<file path="src/rtl/dram_axi_bridge_pkg.sv">
// dram_axi_bridge_pkg: AXI constants, bus types and FSM encoding shared by the DRAM-to-AXI bridge.
//   ID_W/LEN_W/SIZE_W/BURST_W/RESP_W : AXI field widths
//   SIZE_WORD, BURST_INCR, LEN_SINGLE : fixed per-transaction attribute values
//   state_e                           : bridge FSM states
//   resp_err()                        : maps an AXI response code to an error flag
package dram_axi_bridge_pkg;

    localparam int unsigned ID_W    = 4;
    localparam int unsigned LEN_W   = 8;
    localparam int unsigned SIZE_W  = 3;
    localparam int unsigned BURST_W = 2;
    localparam int unsigned RESP_W  = 2;

    localparam logic [SIZE_W-1:0]  SIZE_WORD  = 3'b010;
    localparam logic [BURST_W-1:0] BURST_INCR = 2'b01;
    localparam logic [LEN_W-1:0]   LEN_SINGLE = '0;

    typedef enum logic [2:0] {
        ST_IDLE,
        ST_RD_A,
        ST_RD_D,
        ST_WR,
        ST_WR_B,
        ST_DONE
    } state_e;

    // SLVERR (10) and DECERR (11) both carry bit 1; EXOKAY (01) is not an error.
    function automatic logic resp_err(input logic [RESP_W-1:0] resp);
        return resp[1];
    endfunction

endpackage

</file>
<file path="src/rtl/dram_axi_bridge.sv">
// dram_axi_bridge: turns the CPU's single-cycle data-RAM request into one AXI4 single-beat
// read or write, stalling the pipeline until the response returns.
//   i_clk, i_rst_n            : clock, asynchronous active-low reset
//   i_dram_*                  : CPU request (en, byte write enables, address, write data)
//   i_pipe_stall              : another stall source holds MEM; keeps the DONE result alive
//   o_dram_rdata, o_bus_err   : registered read data and 1-cycle error pulse, valid in DONE
//   o_stall                   : hold request toward PC..MEM
//   o_ar*/i_r*, o_aw*/o_w*/i_b* : AXI4 read and write channels (single outstanding beat)
module dram_axi_bridge
    import dram_axi_bridge_pkg::*;
#(
    parameter int unsigned     ADDR_W   = 32,
    parameter int unsigned     DATA_W   = 32,
    parameter logic [ID_W-1:0] AXI_ID   = 4'h1,
    parameter bit              RD_ALIGN = 1'b1
) (
    input  logic                 i_clk,
    input  logic                 i_rst_n,
    input  logic                 i_dram_en,
    input  logic [DATA_W/8-1:0]  i_dram_wen,
    input  logic [ADDR_W-1:0]    i_dram_addr,
    input  logic [DATA_W-1:0]    i_dram_wdata,
    input  logic                 i_pipe_stall,
    output logic [DATA_W-1:0]    o_dram_rdata,
    output logic                 o_stall,
    output logic                 o_bus_err,
    output logic [ID_W-1:0]      o_arid,
    output logic [ADDR_W-1:0]    o_araddr,
    output logic [LEN_W-1:0]     o_arlen,
    output logic [SIZE_W-1:0]    o_arsize,
    output logic [BURST_W-1:0]   o_arburst,
    output logic                 o_arvalid,
    input  logic                 i_arready,
    input  logic [ID_W-1:0]      i_rid,
    input  logic [DATA_W-1:0]    i_rdata,
    input  logic [RESP_W-1:0]    i_rresp,
    input  logic                 i_rlast,
    input  logic                 i_rvalid,
    output logic                 o_rready,
    output logic [ID_W-1:0]      o_awid,
    output logic [ADDR_W-1:0]    o_awaddr,
    output logic [LEN_W-1:0]     o_awlen,
    output logic [SIZE_W-1:0]    o_awsize,
    output logic [BURST_W-1:0]   o_awburst,
    output logic                 o_awvalid,
    input  logic                 i_awready,
    output logic [DATA_W-1:0]    o_wdata,
    output logic [DATA_W/8-1:0]  o_wstrb,
    output logic                 o_wlast,
    output logic                 o_wvalid,
    input  logic                 i_wready,
    input  logic [ID_W-1:0]      i_bid,
    input  logic [RESP_W-1:0]    i_bresp,
    input  logic                 i_bvalid,
    output logic                 o_bready
);

    state_e                r_state;
    logic [ADDR_W-1:0]     r_addr;
    logic [DATA_W-1:0]     r_wdata;
    logic [DATA_W/8-1:0]   r_wen;
    logic [DATA_W-1:0]     r_rdata;
    logic                  r_arvalid;
    logic                  r_rready;
    logic                  r_awvalid;
    logic                  r_wvalid;
    logic                  r_bready;
    logic                  r_aw_done;
    logic                  r_w_done;
    logic                  r_bus_err;

    logic w_aw_hs;
    logic w_w_hs;
    logic w_aw_ok;
    logic w_w_ok;
    logic w_unused;

    assign w_aw_hs  = r_awvalid & i_awready;
    assign w_w_hs   = r_wvalid & i_wready;
    // A channel counts as finished if it handshook earlier or is handshaking now.
    assign w_aw_ok  = r_aw_done | w_aw_hs;
    assign w_w_ok   = r_w_done | w_w_hs;
    // IDs, rlast and the low response bit carry no information for single-beat traffic.
    assign w_unused = ^{i_rid, i_bid, i_rlast, i_rresp[0], i_bresp[0]};

    always_ff @(posedge i_clk or negedge i_rst_n) begin
        if (!i_rst_n) begin
            r_state   <= ST_IDLE;
            r_addr    <= '0;
            r_wdata   <= '0;
            r_wen     <= '0;
            r_rdata   <= '0;
            r_arvalid <= 1'b0;
            r_rready  <= 1'b0;
            r_awvalid <= 1'b0;
            r_wvalid  <= 1'b0;
            r_bready  <= 1'b0;
            r_aw_done <= 1'b0;
            r_w_done  <= 1'b0;
            r_bus_err <= 1'b0;
        end else begin
            case (r_state)
                ST_IDLE: begin
                    if (i_dram_en) begin
                        r_addr  <= i_dram_addr;
                        r_wdata <= i_dram_wdata;
                        r_wen   <= i_dram_wen;
                        if (i_dram_wen == '0) begin
                            r_state   <= ST_RD_A;
                            r_arvalid <= 1'b1;
                        end else begin
                            r_state   <= ST_WR;
                            r_awvalid <= 1'b1;
                            r_wvalid  <= 1'b1;
                            r_aw_done <= 1'b0;
                            r_w_done  <= 1'b0;
                        end
                    end
                end
                ST_RD_A: begin
                    if (i_arready) begin
                        r_state   <= ST_RD_D;
                        r_arvalid <= 1'b0;
                        r_rready  <= 1'b1;
                    end
                end
                ST_RD_D: begin
                    if (i_rvalid) begin
                        r_state   <= ST_DONE;
                        r_rready  <= 1'b0;
                        r_rdata   <= i_rdata;
                        r_bus_err <= resp_err(i_rresp);
                    end
                end
                ST_WR: begin
                    if (w_aw_hs) begin
                        r_awvalid <= 1'b0;
                        r_aw_done <= 1'b1;
                    end
                    if (w_w_hs) begin
                        r_wvalid <= 1'b0;
                        r_w_done <= 1'b1;
                    end
                    if (w_aw_ok && w_w_ok) begin
                        r_state  <= ST_WR_B;
                        r_bready <= 1'b1;
                    end
                end
                ST_WR_B: begin
                    if (i_bvalid) begin
                        r_state   <= ST_DONE;
                        r_bready  <= 1'b0;
                        r_bus_err <= resp_err(i_bresp);
                    end
                end
                ST_DONE: begin
                    // Error is a single pulse even if DONE is extended by pipe_stall.
                    r_bus_err <= 1'b0;
                    if (!i_pipe_stall)
                        r_state <= ST_IDLE;
                end
                default: r_state <= ST_IDLE;
            endcase
        end
    end

    // Gated by reset so the stall request is also forced low while reset is asserted.
    assign o_stall      = i_rst_n & ((r_state == ST_IDLE) ? i_dram_en : (r_state != ST_DONE));
    assign o_dram_rdata = r_rdata;
    assign o_bus_err    = r_bus_err;

    assign o_arid       = AXI_ID;
    assign o_araddr     = RD_ALIGN ? {r_addr[ADDR_W-1:2], 2'b00} : r_addr;
    assign o_arlen      = LEN_SINGLE;
    assign o_arsize     = SIZE_WORD;
    assign o_arburst    = BURST_INCR;
    assign o_arvalid    = r_arvalid;
    assign o_rready     = r_rready;

    assign o_awid       = AXI_ID;
    assign o_awaddr     = r_addr;
    assign o_awlen      = LEN_SINGLE;
    assign o_awsize     = SIZE_WORD;
    assign o_awburst    = BURST_INCR;
    assign o_awvalid    = r_awvalid;
    assign o_wdata      = r_wdata;
    assign o_wstrb      = r_wen;
    assign o_wlast      = 1'b1;
    assign o_wvalid     = r_wvalid;
    assign o_bready     = r_bready;

endmodule

</file>
<file path="config.mk">
export PLATFORM = sky130hd
export DESIGN_NAME = dram_axi_bridge
export DESIGN_NICKNAME = d
export VERILOG_FILES = /design/src/rtl/dram_axi_bridge_pkg.sv /design/src/rtl/dram_axi_bridge.sv
export SDC_FILE = /design/constraint.sdc
export NUM_CORES = 1
export LEC_CHECK = 0
export ABC_AREA = 1
export CORE_AREA = 3 3 121 123
export DETAILED_ROUTE_END_ITERATION = 6
export DIE_AREA = 0 0 124 126
export HOLD_SLACK_MARGIN = 0.03
export PLACE_DENSITY_LB_ADDON = 0.05
export SLEW_MARGIN = 20
export SYNTH_ARGS = -nofsm -noshare
export SYNTH_HDL_FRONTEND = slang
export SYNTH_SLANG_ARGS = --single-unit
</file>
<file path="constraint.sdc">
create_clock -name i_clk -period 1.7 [get_ports i_clk]
set_clock_uncertainty 0.2 [all_clocks]
set_input_delay 0.34 -clock i_clk [delete_from_list [all_inputs] [get_ports i_clk]]
set_output_delay 0.34 -clock i_clk [all_outputs]
set_load 0.01 [all_outputs]
</file>
== After elaboration in Yosys (flattened, before gate mapping) ==
Index checks and enable logic that the tools add are counted.
Operators by class
  eq/ne operators: 16
  multiplexer cells: 34
  bitwise gates (word level): 5
  reductions and logical operators: 17
Operator list (count)
  $ne 2x2->1 const B: 10
  $mux 1: 18
  $mux 3: 6
  $pmux 3 s6: 1
  $pmux 1 s2: 7
  $reduce_and 4->1: 3
  $reduce_and 3->1: 3
  $reduce_bool 2->1: 4
  $eq 3x2->1 const B: 2
  $eq 3x3->1 const B: 2
  $reduce_and 6->1: 1
  $logic_not 4->1: 1
  $reduce_and 2->1: 2
  $and 1x1->1: 3
  $eq 3x1->1 const B: 1
  $logic_not 3->1: 1
  $ne 3x3->1 const B: 1
  $pmux 1 s3: 1
  $reduce_bool 3->1: 1
  $mux 2: 1
  $or 1x1->1: 2
  $logic_and 1x1->1: 1
Storage, ports and cells
  register bits after elaboration: 111
  input bits: 122

== Depth between registers and ports, before layout ==
  word-level depth: 5
  gate-level depth with buffers: 10
  gate-level depth less buffers: 9

== Worst setup path after synthesis ==
No wires, ideal clock.
  kind: reg2reg
  start point: reg r_state[2]
  end point: reg r_wen[2], in the netlist o_wstrb[2]
  library setup time: 0.121 ns
  arrival: 1.132 ns
  data required time: 1.379 ns
  slack: 0.248 ns
  cell stages (with the launch flop): 9
  path buffers: 2
  cells stage by stage: dfrtp_1 -> buf_6 -> nor2_4 -> nand2_2 -> inv_2 -> nand2_2 -> buf_2 -> nand2_1 -> o21ai_1
Between the ends
  cells in the longest elaborated chain, start to end: 2
Ends and longest elaborated chain
  start, declared: line dram_axi_bridge.sv:58  | state_e r_state;
  start signal, assigned: line dram_axi_bridge.sv:88  | r_state <= ST_IDLE;
  start signal, assigned: line dram_axi_bridge.sv:109  | r_state <= ST_RD_A;
  start signal, assigned: line dram_axi_bridge.sv:112  | r_state <= ST_WR;
  $logic_not 3->1: line dram_axi_bridge.sv:102  | case (r_state)
  $reduce_and 2->1 (no line)
  end signal, assigned: line dram_axi_bridge.sv:107  | r_wen <= i_dram_wen;
  end, declared: line dram_axi_bridge.sv:61  | logic [DATA_W/8-1:0] r_wen;
No other way between the ends.
A chain may end at the register's enable or synchronous reset.

== Worst setup path in the final report ==
  start point: reg r_state[2]
  end point: out o_stall
Between the ends
  cells in the longest elaborated chain, start to end: 3
  elaborated cells between the ends (all ways): 4
  those cells by class: eq/ne: 1; mux: 1; bitwise: 1; reduce/logical: 1
Ends and longest elaborated chain
  $ne 3x3->1 / $logic_not 3->1 (equally long branches): line dram_axi_bridge.sv:168  | assign o_stall = i_rst_n & ((r_state == ST_IDLE) ? i_dram_en : (r_state != ST_DONE));
  $mux 1 *: line dram_axi_bridge.sv:168
  $and 1x1->1 *: line dram_axi_bridge.sv:168
  end, declared: line dram_axi_bridge.sv:25  | output logic o_stall,
Mark *: on every way between the ends. The rest lies on a longest branch, timed or not.

==> impl_metrics.yaml <==
floorplan:
  io_pins: 296
  start_util_pct: 37.1
  dieArea_sq_um: 15600
  core_area_sq_um: 13800
  rows: 43
  die_h_um: 126
  die_w_um: 124
final_layout:
  nNetsFinal: 965
  diodes: 0
  drive_above_1_share_pct: 10.5
  fillers: 1328
  final_area_sq_um: 8000
  finalNonFillerCells: 1028
  syn_to_final_growth_pct: 56.4
  final_core_util_pct: 58.1
detailed_routing:
  routedWlPerCell_um: 15.4
  via_count: 4651
  vias_per_cell: 4.52
  firstDrtPassIters: 4
  drt_iter0_markers: 247
  ant_nets: 0
  drc: 0
  finalWirelength_um: 15800
place:
  hpwl_um: 10900
  io_buffers: 247
  place_area_sq_um: 7510
  dp.cells: 995
  gp_congestion: 0.822
  dp_slack_ns: -0.146
power_and_ir_drop:
  powerDensity_nw_per_um2: 1650
  clkPwrFrac_pct: 15.1
  intPower_mw: 8.01
  seqPwrFrac_pct: 34.6
  total_power_mw: 13.2
  p_sw_mw: 5.22
  swShare_pct: 39.5
  power_frac_comb_pct: 50.3
  p_leak_nw: 4.37
  ir_worst_vdd_mv: 0.667
global_routing:
  antenna_found_initial: 0
  grtUsageTotal_pct: 19.2
  grt_max_degree: 111
  grt_pass1_wl_um: 23500
  grt_pass1_vias: 4462
  grt_overflow: 0
setup_path:
  critPathKind: "register to output port"
  worstSetupEndpointType: "output port"
  worstPathRequired_ns: 1.16
  crit_fanout: 3
  startpoint_type: "register"
  crit_arrival_ns: 1.26
sta:
  layout_setup_ws_ns: -0.103
  max-slew-margin-rel_pct: 58.4
  hold_slack_ns: 0.262
  layout_min_cycle_time_ns: 1.80
  finalHoldViolations: 0
  rsz0062_at_grt: "yes"
  setup_viol: 43
  worstMarginPinSlew_ns: 0.624
  fmax_ghz: 0.555
  finalSetupTns_ns: -2.25
  finalMaxSlewViolations: 0
  final.period_utilization_pct: 106
synth:
  synth_area_leaders: "dfrtp_1 54%, nand2_1 20%, buf_4 9.8%"
  yosys_warnings: 0
  yosysSeqAreaShare_pct: 54.3
  ys_async_sr_fraction_pct: 100
  synth_ff_type: "dfrtp_1"
  ys_top_cells_by_count: "276 x nand2_1, 111 x dfrtp_1, 76 x nand3_1"
  yosys.area.top_type_share_pct: 54.3
  syn_inst: 602
  yosys.area.top_type: "dfrtp_1"
  synth_edf_count: 0
  synth_most_common_cell: "nand2_1"
  syn_avg_cell_area_sq_um: 8.50
  synth_area_sq_um: 5110
  post_synth_num_cell_types: 21
  yosys_register_bits: 111
clock_tree:
  clkLatencyLatePin_ns: 0.35
  cts_buffers: 9
  root_buffer: "clkbuf_16"
  h-tree-depth: 3
  clk_pin_slew_ns: 0.07
  clock-sinks: 111
  cts_max_path_buffers: 2
  cts_tree: "yes"
outcome:
  status: "finished, violations left"
  violations: "negative setup slack"
hold_path:
  hold_class: "primary input to async pin"
flow_run:
  drv_cap: 0
-- layout make-up --
| type | count | area (sq um) | area share, % |
|---|---|---|---|
| clock buffer | 11 | 243 | 3.04 |
| timing repair buffer | 291 | 2860 | 35.7 |
| multi-input combinational | 415 | 1790 | 22.4 |
| tap | 180 | 225 | 2.82 |
| sequential | 111 | 2780 | 34.7 |
| clock inverter | 5 | 32.5 | 0.407 |
| inverter | 15 | 73.8 | 0.923 |
-- layout by cell type (no fill, tap or decap) --
cell,count
a21oi_1,2
a21oi_2,1
a21oi_4,1
buf_12,7
buf_2,2
buf_4,21
buf_6,9
buf_8,1
clkbuf_1,1
clkbuf_16,15
clkbuf_2,1
clkbuf_8,1
clkdlybuf4s15_2,1
clkdlybuf4s50_1,108
clkinv_2,3
clkinv_4,2
clkinv_8,1
conb_1,37
dfrtp_1,110
dfrtp_2,1
dlygate4sd2_1,134
dlygate4sd3_1,1
inv_1,11
inv_2,2
inv_6,1
nand2_1,268
nand2_2,8
nand2_4,1
nand2_8,1
nand3_1,74
nand3_2,2
nand3_4,1
nand3b_1,1
nand4_1,1
nor2_1,5
nor2_2,2
nor2_4,4
o21ai_0,2
o21ai_1,4
-- repair_timing --
item | in CTS | in global routing
gates resized for setup | 155 | 33
pin swaps | 2 | 9
endpoints found under the setup margin | 164 | 111
buffers inserted | 6 | 4
hold endpoints to repair | 1 | 0
cloned | 0 | 8
hold buffers | 1 | 0
-- worst paths after layout --
path | start | to | slack, ns | cells after the start
setup / recovery | r_state[2] | o_stall | -0.10 | 5
hold / removal | i_rst_n | o_awaddr[4] | 0.26 | 3
setup reg to reg | r_state[2] | o_wvalid | -0.10 | 11
hold reg to reg | o_wdata[19] | o_wdata[19] | 0.26 | 2
max in group asynchronous | i_rst_n | r_state[1] | 0.23 | 4
min in group i_clk | o_wdata[19] | o_wdata[19] | 0.26 | 2
-- cell families after synthesis --
kind of cell | share of synthesized area, %
other | 0.147
flip-flops | 54.3
AO/OA/AOI/OAI | 1.05
buffers and inverters | 14.7
AND/OR/NAND/NOR | 29.8
-- state kept, by name, indices dropped and copies added, names as in the netlist --
name,count
o_bready,1
r_aw_done,1
o_awaddr,32
r_w_done,1
o_bus_err,1
o_rready,1
o_arvalid,1
o_wvalid,1
r_state,3
o_wstrb,4
o_wdata,32
o_dram_rdata,32
o_awvalid,1
-- power groups by stage --
stage          clock network [mW]  registers, mW  logic [mW]
6_report                     1.99           4.58        6.65
5_1_grt                      2.18           4.75        7.40
4_1_cts                      2.07           4.59        6.27
3_5_place_dp                    0           4.68        7.12
3_3_place_gp                    0           4.63        7.02
2_1_floorplan                   0           5.11        3.03
-- critical path, stage by stage, from the launching register on --
cell and delay [ns]:
dfrtp_1 0.42, nor2_4 0.13, nand3b_1 0.10, inv_1 0.08, nor2_1 0.05, buf_2 0.13
-- metal layers --
metal	global-route usage (%)	wire length, um
met1	23.7	6430
met2	31.3	7620
met4	6.06	221
met3	6.83	1560
met5	0	0
Note: power is estimated with default switching activity, not from simulation.
